`src/rtl/eac_adder_arbiter.sv`:
```
// Two-requester round-robin front end sharing one carry-lookahead adder, with a
// single-entry registered result slot. Define EAC_ARB_CHECK_EN to enable the sum checker.

module eac_cla_adder #(
    parameter int ADDER_WIDTH = 48
) (
    input  logic [ADDER_WIDTH-1:0] a,
    input  logic [ADDER_WIDTH-1:0] b,
    input  logic                   cin,
    output logic [ADDER_WIDTH-1:0] sum,
    output logic                   cout
);
    localparam int NG = (ADDER_WIDTH + 3) / 4;

    logic [ADDER_WIDTH-1:0] g, p;

    assign g = a & b;
    assign p = a ^ b;

    // 4-bit groups: group carry is resolved from group generate/propagate,
    // bits inside a group see their carry from the group's carry-in.
    always_comb begin
        logic grp_c, bit_c, gg, gp;
        int   idx;
        sum   = '0;
        grp_c = cin;
        bit_c = 1'b0;
        gg    = 1'b0;
        gp    = 1'b1;
        idx   = 0;
        for (int k = 0; k < NG; k++) begin
            gg = 1'b0;
            gp = 1'b1;
            for (int j = 0; j < 4; j++) begin
                idx = k * 4 + j;
                if (idx < ADDER_WIDTH) begin
                    gg = g[idx] | (p[idx] & gg);
                    gp = gp & p[idx];
                end
            end
            bit_c = grp_c;
            for (int j = 0; j < 4; j++) begin
                idx = k * 4 + j;
                if (idx < ADDER_WIDTH) begin
                    sum[idx] = p[idx] ^ bit_c;
                    bit_c    = g[idx] | (p[idx] & bit_c);
                end
            end
            grp_c = gg | (gp & grp_c);
        end
        cout = grp_c;
    end
endmodule

module eac_adder_arbiter #(
    parameter int ADDER_WIDTH = 48
) (
    input  logic                   clk,
    input  logic                   reset,
    input  logic                   req0_valid,
    input  logic                   req1_valid,
    output logic                   req0_ready,
    output logic                   req1_ready,
    input  logic [ADDER_WIDTH-1:0] req0_a,
    input  logic [ADDER_WIDTH-1:0] req0_b,
    input  logic [ADDER_WIDTH-1:0] req1_a,
    input  logic [ADDER_WIDTH-1:0] req1_b,
    input  logic                   req0_cin,
    input  logic                   req1_cin,
    output logic                   res_valid,
    input  logic                   res_ready,
    output logic [ADDER_WIDTH-1:0] res_sum,
    output logic                   res_cout,
    output logic                   res_id,
    output logic                   chk_error
);
    typedef enum logic {EMPTY = 1'b0, FULL = 1'b1} state_t;

    state_t                 state_q, state_d;
    logic [ADDER_WIDTH-1:0] sum_q, sum_d;
    logic                   cout_q, cout_d;
    logic                   id_q, id_d;
    logic                   last_q, last_d;

    logic                   accept, gnt0, gnt1, xfer;
    logic [ADDER_WIDTH-1:0] op_a, op_b, add_sum;
    logic                   op_cin, add_cout;

    // last_q holds the id of the last granted requester; the other wins a tie.
    assign accept = (state_q == EMPTY) || res_ready;
    assign gnt0   = req0_valid && (!req1_valid || last_q);
    assign gnt1   = req1_valid && (!req0_valid || !last_q);

    assign req0_ready = !reset && accept && gnt0;
    assign req1_ready = !reset && accept && gnt1;
    assign xfer       = req0_ready || req1_ready;

    assign op_a   = gnt1 ? req1_a   : req0_a;
    assign op_b   = gnt1 ? req1_b   : req0_b;
    assign op_cin = gnt1 ? req1_cin : req0_cin;

    eac_cla_adder #(.ADDER_WIDTH(ADDER_WIDTH)) u_add (
        .a    (op_a),
        .b    (op_b),
        .cin  (op_cin),
        .sum  (add_sum),
        .cout (add_cout)
    );

    always_comb begin
        state_d = state_q;
        sum_d   = sum_q;
        cout_d  = cout_q;
        id_d    = id_q;
        last_d  = last_q;
        if (xfer) begin
            state_d = FULL;
            sum_d   = add_sum;
            cout_d  = add_cout;
            id_d    = gnt1;
            last_d  = gnt1;
        end else if (res_ready) begin
            state_d = EMPTY;
        end
    end

`ifdef EAC_ARB_CHECK_EN
    logic                 chk_q, chk_d;
    logic [ADDER_WIDTH:0] ref_sum;

    assign ref_sum = {1'b0, op_a} + {1'b0, op_b} + {{ADDER_WIDTH{1'b0}}, op_cin};
    assign chk_d   = chk_q || (xfer && (ref_sum != {add_cout, add_sum}));

    always_ff @(posedge clk) begin
        if (reset) chk_q <= 1'b0;
        else       chk_q <= chk_d;
    end

    assign chk_error = chk_q;
`else
    assign chk_error = 1'b0;
`endif

    always_ff @(posedge clk) begin
        if (reset) begin
            state_q <= EMPTY;
            sum_q   <= '0;
            cout_q  <= 1'b0;
            id_q    <= 1'b0;
            last_q  <= 1'b1;
        end else begin
            state_q <= state_d;
            sum_q   <= sum_d;
            cout_q  <= cout_d;
            id_q    <= id_d;
            last_q  <= last_d;
        end
    end

    assign res_valid = (state_q == FULL);
    assign res_sum   = sum_q;
    assign res_cout  = cout_q;
    assign res_id    = id_q;
endmodule

```
`config.mk`:
```
export PLATFORM = sky130hd
export DESIGN_NAME = eac_adder_arbiter
export DESIGN_NICKNAME = d
export VERILOG_FILES = /design/src/rtl/eac_adder_arbiter.sv
export SDC_FILE = /design/constraint.sdc
export NUM_CORES = 1
export LEC_CHECK = 0
export BUFFER_PORTS_ARGS = -buffer_cell sky130_fd_sc_hd__buf_2
export CORE_ASPECT_RATIO = 2
export CORE_MARGIN = 5
export CORE_UTILIZATION = 40
export CTS_BUF_LIST = sky130_fd_sc_hd__clkbuf_8
export DETAILED_ROUTE_END_ITERATION = 10
export PLACE_DENSITY = 0.78
export SKIP_LAST_GASP = 1
export SYNTH_ARGS = -nofsm -noshare
export SYNTH_HDL_FRONTEND = slang
export SYNTH_HIERARCHICAL = 1
export SYNTH_SLANG_ARGS = --single-unit
```
`constraint.sdc`:
```
create_clock -name clk -period 4.44 [get_ports clk]
set_input_delay 0.888 -clock clk [delete_from_list [all_inputs] [get_ports clk]]
set_output_delay 0.888 -clock clk [all_outputs]
set_load 0.005 [all_outputs]
```
## Word-level counts from Yosys, hierarchy flattened

Cells that the tools add are included.

| operators by class | value |
|---|---|
| muxes and demuxes | 5 |
| bitwise logic cells | 255 |
| reduce and logical (&&, ||, !) cells | 14 |

Operators by type and width:

| operator | number |
|---|---|
| 1-bit bitwise AND | 120 |
| 48-bit two-way mux | 2 |
| 1-bit OR | 84 |
| 48-bit bitwise AND | 1 |
| 1-bit bitwise XOR | 48 |
| 48-bit bitwise XOR | 1 |
| 1-bit logical AND | 5 |
| 1-bit zero test | 4 |
| 1-bit logical OR | 4 |
| 1-bit two-way mux | 3 |
| 2-bit nonzero test | 1 |
| 1-bit inverter | 1 |

| storage, ports and cells | value |
|---|---|
| flip-flop bits (word level) | 52 |
| bits of input ports | 199 |
| output and inout port bits | 54 |

## Logic depth before layout (Yosys ltp)

Gate-level depths: netlist of run 1.

| logic depth | value |
|---|---|
| depth in word-level cells | 39 |
| gate-level depth with buffers | 19 |

## Cells and area by module

Netlist of run 1, hierarchy kept.

By module, submodules not included:

| module | instances | cells an instance | area an instance (µm²) |
|---|---|---|---|
| eac_adder_arbiter | 1 | 359 | 3,358.2 |
| eac_cla_adder | 1 | 193 | 2,015.7 |

## Worst setup path before layout of run 1

No wires, ideal clock.

| timing path | value |
|---|---|
| kind | in2reg |
| start point | input req1_valid |
| end point | register sum_q[47], in the netlist res_sum[47] |
| data arrival time | 4.526 ns |
| data required time | 4.323 ns |
| slack | -0.203 ns |
| cell stages on the path | 19 |
| buffers on the path | 2 |
| cell sequence | a21boi_2 buf_6 buf_4 mux2_2 ha_1 a21o_1 a21oi_1 o21ai_2 a31o_2 o21ai_2 a41oi_2 a21boi_2 inv_1 fa_1 fa_1 fa_1 xor2_1 nand4_1 nand2_1 |

| on the way | value |
|---|---|
| elaborated cells on any way between the ends | 140 |
| classes of those cells | 3 x mux; 130 x bitwise; 7 x reduce/logical |

RTL lines:

| what | line | source |
|---|---|---|
| start: declaration | 61 | `input logic req1_valid,` |
| 1-bit logical AND * | 92 | `assign gnt1 = req1_valid && (!req0_valid \|\| !last_q);` |
| 48-bit two-way mux * | 99 | `assign op_b = gnt1 ? req1_b : req0_b;` |
| named net op_b[2] | 86 | `logic [ADDER_WIDTH-1:0] op_a, op_b, add_sum;` |
| 48-bit bitwise XOR | 18 | `assign p = a ^ b;` |
| 1-bit bitwise AND | 37 | `gg = g[idx] \| (p[idx] & gg);` |
| 1-bit OR | 37 |  |
| 1-bit bitwise AND | 37 |  |
| 1-bit OR | 37 |  |
| (+21 left out) | - |  |
| 1-bit bitwise AND * | 46 | `bit_c = g[idx] \| (p[idx] & bit_c);` |
| 1-bit OR * | 46 |  |
| 1-bit bitwise AND * | 46 |  |
| 1-bit OR * | 46 |  |
| 1-bit bitwise AND * | 46 |  |
| 1-bit OR * | 46 |  |
| 1-bit bitwise XOR * | 45 | `sum[idx] = p[idx] ^ bit_c;` |
| named net add_sum[47] | 86 |  |
| end signal: assignment | 153 | `sum_q <= sum_d;` |
| end: declaration | 80 | `logic [ADDER_WIDTH-1:0] sum_q, sum_d;` |

Mark *: on every way through the listed nets, which the timed path passes. The rest lies on a longest branch.
A chain may end at the register's enable or synchronous reset.

## Final worst setup path of run 1

| timing path | value |
|---|---|
| start point | input req1_valid |
| end point | register sum_q[30], in the netlist res_sum[30] |

| on the way | value |
|---|---|
| elaborated cells on any way between the ends | 94 |
| classes of those cells | 3 x mux; 84 x bitwise; 7 x reduce/logical |

RTL lines:

| what | line | source |
|---|---|---|
| 1-bit logical AND * | 92 |  |
| 48-bit two-way mux * | 99 |  |
| named net op_b[2] | 86 |  |
| 48-bit bitwise XOR | 18 |  |
| 1-bit bitwise AND | 37 |  |
| 1-bit OR | 37 |  |
| 1-bit bitwise AND | 37 |  |
| 1-bit OR | 37 |  |
| (+11 left out) | - |  |
| 1-bit bitwise AND * | 49 | `grp_c = gg \| (gp & grp_c);` |
| 1-bit OR * | 49 |  |
| 1-bit bitwise AND * | 46 |  |
| 1-bit OR * | 46 |  |
| 1-bit bitwise AND * | 46 |  |
| 1-bit OR * | 46 |  |
| 1-bit bitwise XOR * | 45 |  |
| named net add_sum[30] | 86 |  |

Marked as above.

==> summary.md, run 1 <==
| Metric | Value |
|---|---|
| Max frequency | `215 MHz` |
| WL per Instance | `19.0 um` |
| Die area | `0.0160 mm^2` |
| Max H-tree Level | `2` |
| Mapped Area | `0.00537 mm^2` |
| I/O Buffers | `251` |
| Setup WS post-layout | `-0.212 ns` |
| TritonRoute pass-1 iters | `4` |
| Routability cong. | `0.858` |
| Top post-synthesis cells by area | `dfxtp_1, mux2_2, fa_1, ha_1, o211ai_1` |
| Post-synth top area share | `19.4%` |
| Crit path kind | `in2reg` |
| Row count | `60` |
| Die Y-Extent | `174 um` |
| RSZ-0062 raised after global routing | `yes` |
| Violated checks | `setup timing` |
| Final nets | `1164` |
| Peak VDD IR | `0.210 mV` |
| Max-slew violations | `0` |
| Number of fill cells | `1117` |
| Required time of the critical path | `4.69 ns` |
| FFs w/ async S/R, synth | `0%` |
| Clock sinks | `52` |
| Starting density of the core | `40.2%` |
| HP Start | `res_id$_SDFFE_PP0P_` |
| Vias in the first global route | `6202` |
| Hold path depth | `2` |
| Num ports | `253` |
| Hold Vio Cnt, Final | `0` |
| Vias/cell | `5.57` |
| Worst Hold End | `res_id$_SDFFE_PP0P_` |
| DIE WIDTH | `92.0 um` |
| Congestion Overflow GR | `0` |
| Antenna violations before repair | `0` |
| Number of flops mapped to enable cells by yosys | `0` |
| Area growth from synthesis to layout | `49.8%` |
| Critical Path Fanout Max | `4` |
| DP Cell Count | `1012` |
| Number of DRC markers in iteration 0 | `237` |
| Post-Layout Cell Count | `1037` |
| R2r setup slk | `0.05 ns` |
| Cell with the most instances after synthesis | `mux2_2` |
| R2R depth | `19` |
| Final core occ | `60.2%` |
| Commonest cells post-synth | `mux2_2, nand2_1, nand4_1` |
| Reg2reg end | `res_sum[30]$_SDFFE_PP0P_` |
| Crit start category | `input pin` |
| DR vias | `5781` |
| Antenna-violating nets left | `0` |
| GR Util All Layers | `22.0%` |
| Crit path launch | `req1_valid` |
| YS warnings | `6` |
| Total Wirelength | `19700 um` |
| Seq cells post-synth | `52` |
| Worst-case clock skew | `0.0252 ns` |
| Most common flop cell mapped by yosys | `dfxtp_1` |
| CTS Buf Count | `5` |
| Layout cells sized above 1 | `61.7%` |
| Core area | `0.0134 mm^2` |
| CP Capture Type | `flip-flop` |
| Syn avg cell area | `9.74 um^2` |
| Syn Inst Count | `552` |
| Root Buffer | `clkbuf_8` |
| Worst reg2reg startpoint | `last_q$_SDFFE_PP1P_` |
| P_leak | `0.00397 uW` |
| Setup violations, final | `13` |
| CTS Buffer Depth | `2` |
| DPL Wire Length | `14300 um` |
| CTS tree | `done` |
| Status | `finished, violations left` |
| Worst Path Arrival | `4.91 ns` |
| Top cell type by total area after synthesis | `dfxtp_1` |
| Slew headroom | `30.0%` |
| Post-synthesis sequential area ratio | `19.4%` |
| Clk pin slew, worst setup/hold paths | `0.10 ns` |
| Ant diodes | `0` |
| Design Area, Final | `0.00805 mm^2` |
| Min Tclk post-route | `4.65 ns` |
| Pre-CTS worst setup slack | `-0.512 ns` |
| Slew @ Worst Pin | `1.05 ns` |
| Post-place instance area | `0.00742 mm^2` |
| DRC viols | `0` |
| Clock latency at the later pin of the worst-skew pair | `0.32 ns` |
| Pin count of the biggest net entering global routing | `100` |
| Yosys cell types | `50` |
| Post-Synthesis Net Count | `835` |
| Tcrit/Tclk final | `105%` |
| First-pass GRT wire length | `28600 um` |
| Worst min-delay path class | `reg2reg` |
| PwrDens | `260 mW/mm^2` |
| MaxCap Viol Count | `0` |
-- area by class of cell --
type                    count  area, um^2  share of cell area (%)
multi-input cells         442        4380                    54.5
repair buffers            367        2270                    28.2
flip-flops and latches     52        1040                    12.9
well taps                 155         194                    2.41
clock buffers               5        68.8                   0.855
inverters                  13        48.8                   0.606
clock inverters             3        42.5                   0.529
-- metrics by stage --
step	total power, uW	hold slack, ns	TNS, ns
2_1_floorplan	1190	0.464	0
3_3_place_gp	1600	0.461	-5.46
3_5_place_dp	1640	0.476	-7.11
4_1_cts	1990	0.491	-1.17
5_1_grt	2250	0.502	-3.57
6_report	2090	0.483	-1.39
-- state kept, by name (all words and copies together), names as in the netlist --
register   cells
res_valid      1
last_q         1
res_sum       48
res_id         1
res_cout       1
-- cell families after synthesis --
| kind of cell | synth area share [%] |
|---|---|
| DFF | 19.4 |
| xor gates and xnor gates | 1.96 |
| AOI/OAI and AO/OA | 14.4 |
| muxes | 20.9 |
| and+or+nand+nor | 13.3 |
| other | 0.0698 |
| buffers and inverters | 5.36 |
| adders and majority gates | 24.6 |
-- critical path: stages --
cell and delay (ns):
buf_6 0.07, a21boi_4 0.23, buf_6 0.18, buf_12 0.11
clkbuf_16 0.12, mux2_4 0.31, ha_4 0.24, a21o_1 0.18
a21oi_2 0.12, o21ai_2 0.10, a31o_4 0.26, nor3b_2 0.15
o21ai_1 0.10, a21oi_2 0.26, o21bai_1 0.12, fa_2 0.36
fa_2 0.37, fa_2 0.53, nand4_1 0.08, nand2_1 0.10
-- how the worst max path moves through the flow --
stage | to | slack [ns] | cells after the start
floorplan | res_sum[27]$_SDFFE_PP0P_ | 0.004 | 19
global placement | res_sum[47]$_SDFFE_PP0P_ | -0.42 | 20
detailed placement | res_sum[46]$_SDFFE_PP0P_ | -0.51 | 19
CTS | res_sum[39]$_SDFFE_PP0P_ | -0.13 | 18
global route | res_sum[35]$_SDFFE_PP0P_ | -0.32 | 21
finish | res_sum[30]$_SDFFE_PP0P_ | -0.21 | 20
-- per-layer routing --
layer  track usage, %  routed length [um]
met1             21.8                6850
met2             42.9               10900
met3             4.03                1000
met4             10.4                 923
met5                0                   0
-- repair_timing --
| action | in CTS | in global routing |
|---|---|---|
| gates cloned | 0 | 4 |
| hold buffers | 0 | 0 |
| pin swaps | 0 | 25 |
| setup endpoints to repair | 13 | 18 |
| buffers inserted | 0 | 13 |
| resized for setup | 2 | 57 |
-- power by group --
group / internal, uW / leakage (uW) / total, uW / switching [uW]
sequential: 551 / 0.000430 / 597 / 46.4
combinational: 606 / 0.00349 / 1150 / 548
clock: 167 / 0.0000541 / 341 / 173
total: 1320 / 0.00397 / 2090 / 768
-- placed cells by master, fill, tap and decap left out, types with 2 or more instances in the layout --
cell,netlist,layout
a21oi_2,3,8
clkbuf_8,0,5
nand2b_1,3,2
nor2_4,0,2
buf_6,2,6
clkbuf_16,0,3
a21oi_4,0,2
o211ai_1,50,50
ha_4,0,10
o21ai_1,7,6
nor2_1,5,3
nand2_1,60,59
inv_1,13,10
mux2_2,89,77
buf_4,11,104
dfxtp_1,52,52
buf_12,0,5
nand3_1,4,3
o21ai_0,5,5
ha_1,48,38
nand3_2,1,2
a21o_1,5,5
buf_2,2,249
fa_1,36,11
o21ai_2,3,3
o21a_1,2,2
a21oi_1,21,14
fa_2,0,25
xor2_1,12,12
mux2_4,8,20
inv_2,0,3
nand4_1,56,56
Power figures use the tool's default switching activity.
==> run 2, diff against run 1 <==
CORE_MARGIN = 10   (was 5)
==> run 2 against run 1 <==
The run still ends with setup timing left. Via count increased by 1.8%. Utilization increased by 3.6 points. Wire length increased by 10%. Worst setup slack improved by 0.055 ns. Largest power group unchanged.
==> summary.md, run 2 (synthesis results as in run 1) <==
| Metric | Value |
|---|---|
| RSZ-0062 raised after global routing | `yes` |
| Hold_buf cts | `0` |
| WL per Instance | `20.8 um` |
| GR Util All Layers | `21.7%` |
| Register area | `0.00104 mm^2` |
| Worst Setup EP | `res_sum[34]$_SDFFE_PP0P_` |
| Violated checks | `setup timing` |
| Vias/cell | `5.65` |
| Row count | `59` |
| Final core occ | `63.8%` |
| Starting density of the core | `41.1%` |
| CP Capture Type | `flip-flop` |
| Worst min-delay path class | `reg2reg` |
| Antenna-violating nets left | `0` |
| Setup violations, final | `12` |
| Hold Vio Cnt, Final | `0` |
| Max H-tree Level | `2` |
| Vias in the first global route | `6524` |
| Die Y-Extent | `184 um` |
| R2r setup slk | `0.15 ns` |
| Min Tclk post-route | `4.60 ns` |
| Area of the multi-input gates | `0.00455 mm^2` |
| Crit path launch | `req0_valid` |
| Clock sinks | `52` |
| Global routing's busiest layer | `met2` |
| Met3 Resource Use GR | `5.12%` |
| Clock latency at the later pin of the worst-skew pair | `0.32 ns` |
| R2R depth | `19` |
| MaxCap Viol Count | `0` |
| CTS Buf Count | `5` |
| Pwr Total | `2120 uW` |
| Worst reg2reg startpoint | `last_q$_SDFFE_PP1P_` |
| CTS Buffer Depth | `2` |
| Setup TNS Final | `-1.12 ns` |
| Worst-case clock skew | `0.0166 ns` |
| Slew @ Worst Pin | `1.05 ns` |
| Required time of the critical path | `4.70 ns` |
| Num ports | `253` |
| Crit start category | `input pin` |
| Layout cells sized above 1 | `63.0%` |
| Number of DRC markers in iteration 0 | `254` |
| DP Cell Count | `1007` |
| Die area | `0.0188 mm^2` |
| PwrDens | `255 mW/mm^2` |
| CTS tree | `done` |
| TritonRoute pass-1 iters | `4` |
| GRT met2 Usage | `41.6%` |
| Slew headroom | `30.0%` |
| Tcrit/Tclk final | `104%` |
| Reg2reg end | `res_sum[34]$_SDFFE_PP0P_` |
| Critical Path Fanout Max | `6` |
| Clk pin slew, worst setup/hold paths | `0.10 ns` |
| Max frequency | `218 MHz` |
| GR Util met1 | `20.7%` |
| Post-Layout Cell Count | `1042` |
| I/O Buffers | `251` |
| Pin count of the biggest net entering global routing | `100` |
| First-pass GRT wire length | `32500 um` |
| Congestion Overflow GR | `0` |
| Antenna violations before repair | `2` |
| Area growth from synthesis to layout | `55.1%` |
| Most frequent cells in the layout | `buf_2, buf_4, mux2_2, nand2_1, nand4_1` |
| DRC viols | `0` |
| Largest register FFs | `48` |
| Max-slew violations | `0` |
| DPL Wire Length | `15400 um` |
| Final nets | `1170` |
| DR vias | `5885` |
| Number of fill cells | `1018` |
| Crit path kind | `in2reg` |
| Setup WS post-layout | `-0.157 ns` |
| Root Buffer | `clkbuf_8` |
| Routability cong. | `0.859` |
| DIE WIDTH | `102 um` |
| Status | `finished, violations left` |
| Most common cell after layout, fill and taps aside | `buf_2` |
| Core area | `0.0131 mm^2` |
| Pre-CTS worst setup slack | `-0.534 ns` |
| P_leak | `0.00409 uW` |
| Total Wirelength | `21700 um` |
| Worst Path Arrival | `4.86 ns` |
| Peak VDD IR | `0.158 mV` |
run 2: worst min path at each step:
stage	from	slack [ns]	cells after the start	end
finish	res_sum[5]$_SDFFE_PP0P_	0.49	2	res_sum[5]$_SDFFE_PP0P_
global route	res_id$_SDFFE_PP0P_	0.52	2	res_id$_SDFFE_PP0P_
CTS	res_id$_SDFFE_PP0P_	0.48	2	res_id$_SDFFE_PP0P_
detailed placement	res_id$_SDFFE_PP0P_	0.47	2	res_id$_SDFFE_PP0P_
global placement	res_id$_SDFFE_PP0P_	0.46	2	res_id$_SDFFE_PP0P_
floorplan	res_id$_SDFFE_PP0P_	0.46	2	res_id$_SDFFE_PP0P_
run 2: metal layers:
layer / up-vias / routed length, um / share of wire, %
li1: 2728 / - / -
met1: 2837 / 7230 / 33
met2: 256 / 12100 / 56
met3: 64 / 1400 / 6.5
met4: 0 / 947 / 4.4
met5: - / 0 / 0
run 2: worst max-delay path, stage by stage:
cell and delay [ns]:
buf_8 0.10, a21boi_4 0.16, buf_12 0.16, buf_12 0.13
buf_16 0.12, mux2_4 0.31, ha_1 0.28, nand4_1 0.17
buf_4 0.15, o2bb2ai_2 0.06, a31o_4 0.23, nor3b_2 0.20
o21ai_1 0.10, a21oi_2 0.25, o31ai_1 0.13, fa_2 0.36
fa_2 0.35, fa_2 0.52, nand4_1 0.09, nand2_1 0.10
run 2: layout make-up:
| class | count | area share [%] |
|---|---|---|
| multi-input combinational | 442 | 54.6 |
| timing repair buffer | 373 | 28.8 |
| sequential | 52 | 12.5 |
| tap | 152 | 2.28 |
| clock buffer | 6 | 0.991 |
| inverter | 13 | 0.585 |
| clock inverter | 2 | 0.135 |
| antenna | 2 | 0.0601 |
run 2: stage by stage:
stage,area (um^2),hold WS (ns)
final,8330,0.487
after global routing,8330,0.519
after CTS,8080,0.482
after detailed placement,7410,0.466
after global placement,7410,0.459
after floorplan,5460,0.464
run 2: what timing repair did:
action,in CTS,in global routing
pin swaps,16,22
buffers inserted,9,10
gates resized for setup,62,31
cloned,5,1
setup endpoints to repair,14,19
run 2: power by group:
group	total, uW	switching [uW]	leakage [uW]	internal [uW]
Combinational	1230	577	0.00361	649
Clock	299	174	0.0000486	125
Sequential	598	47.2	0.000430	551
Total	2120	799	0.00409	1320
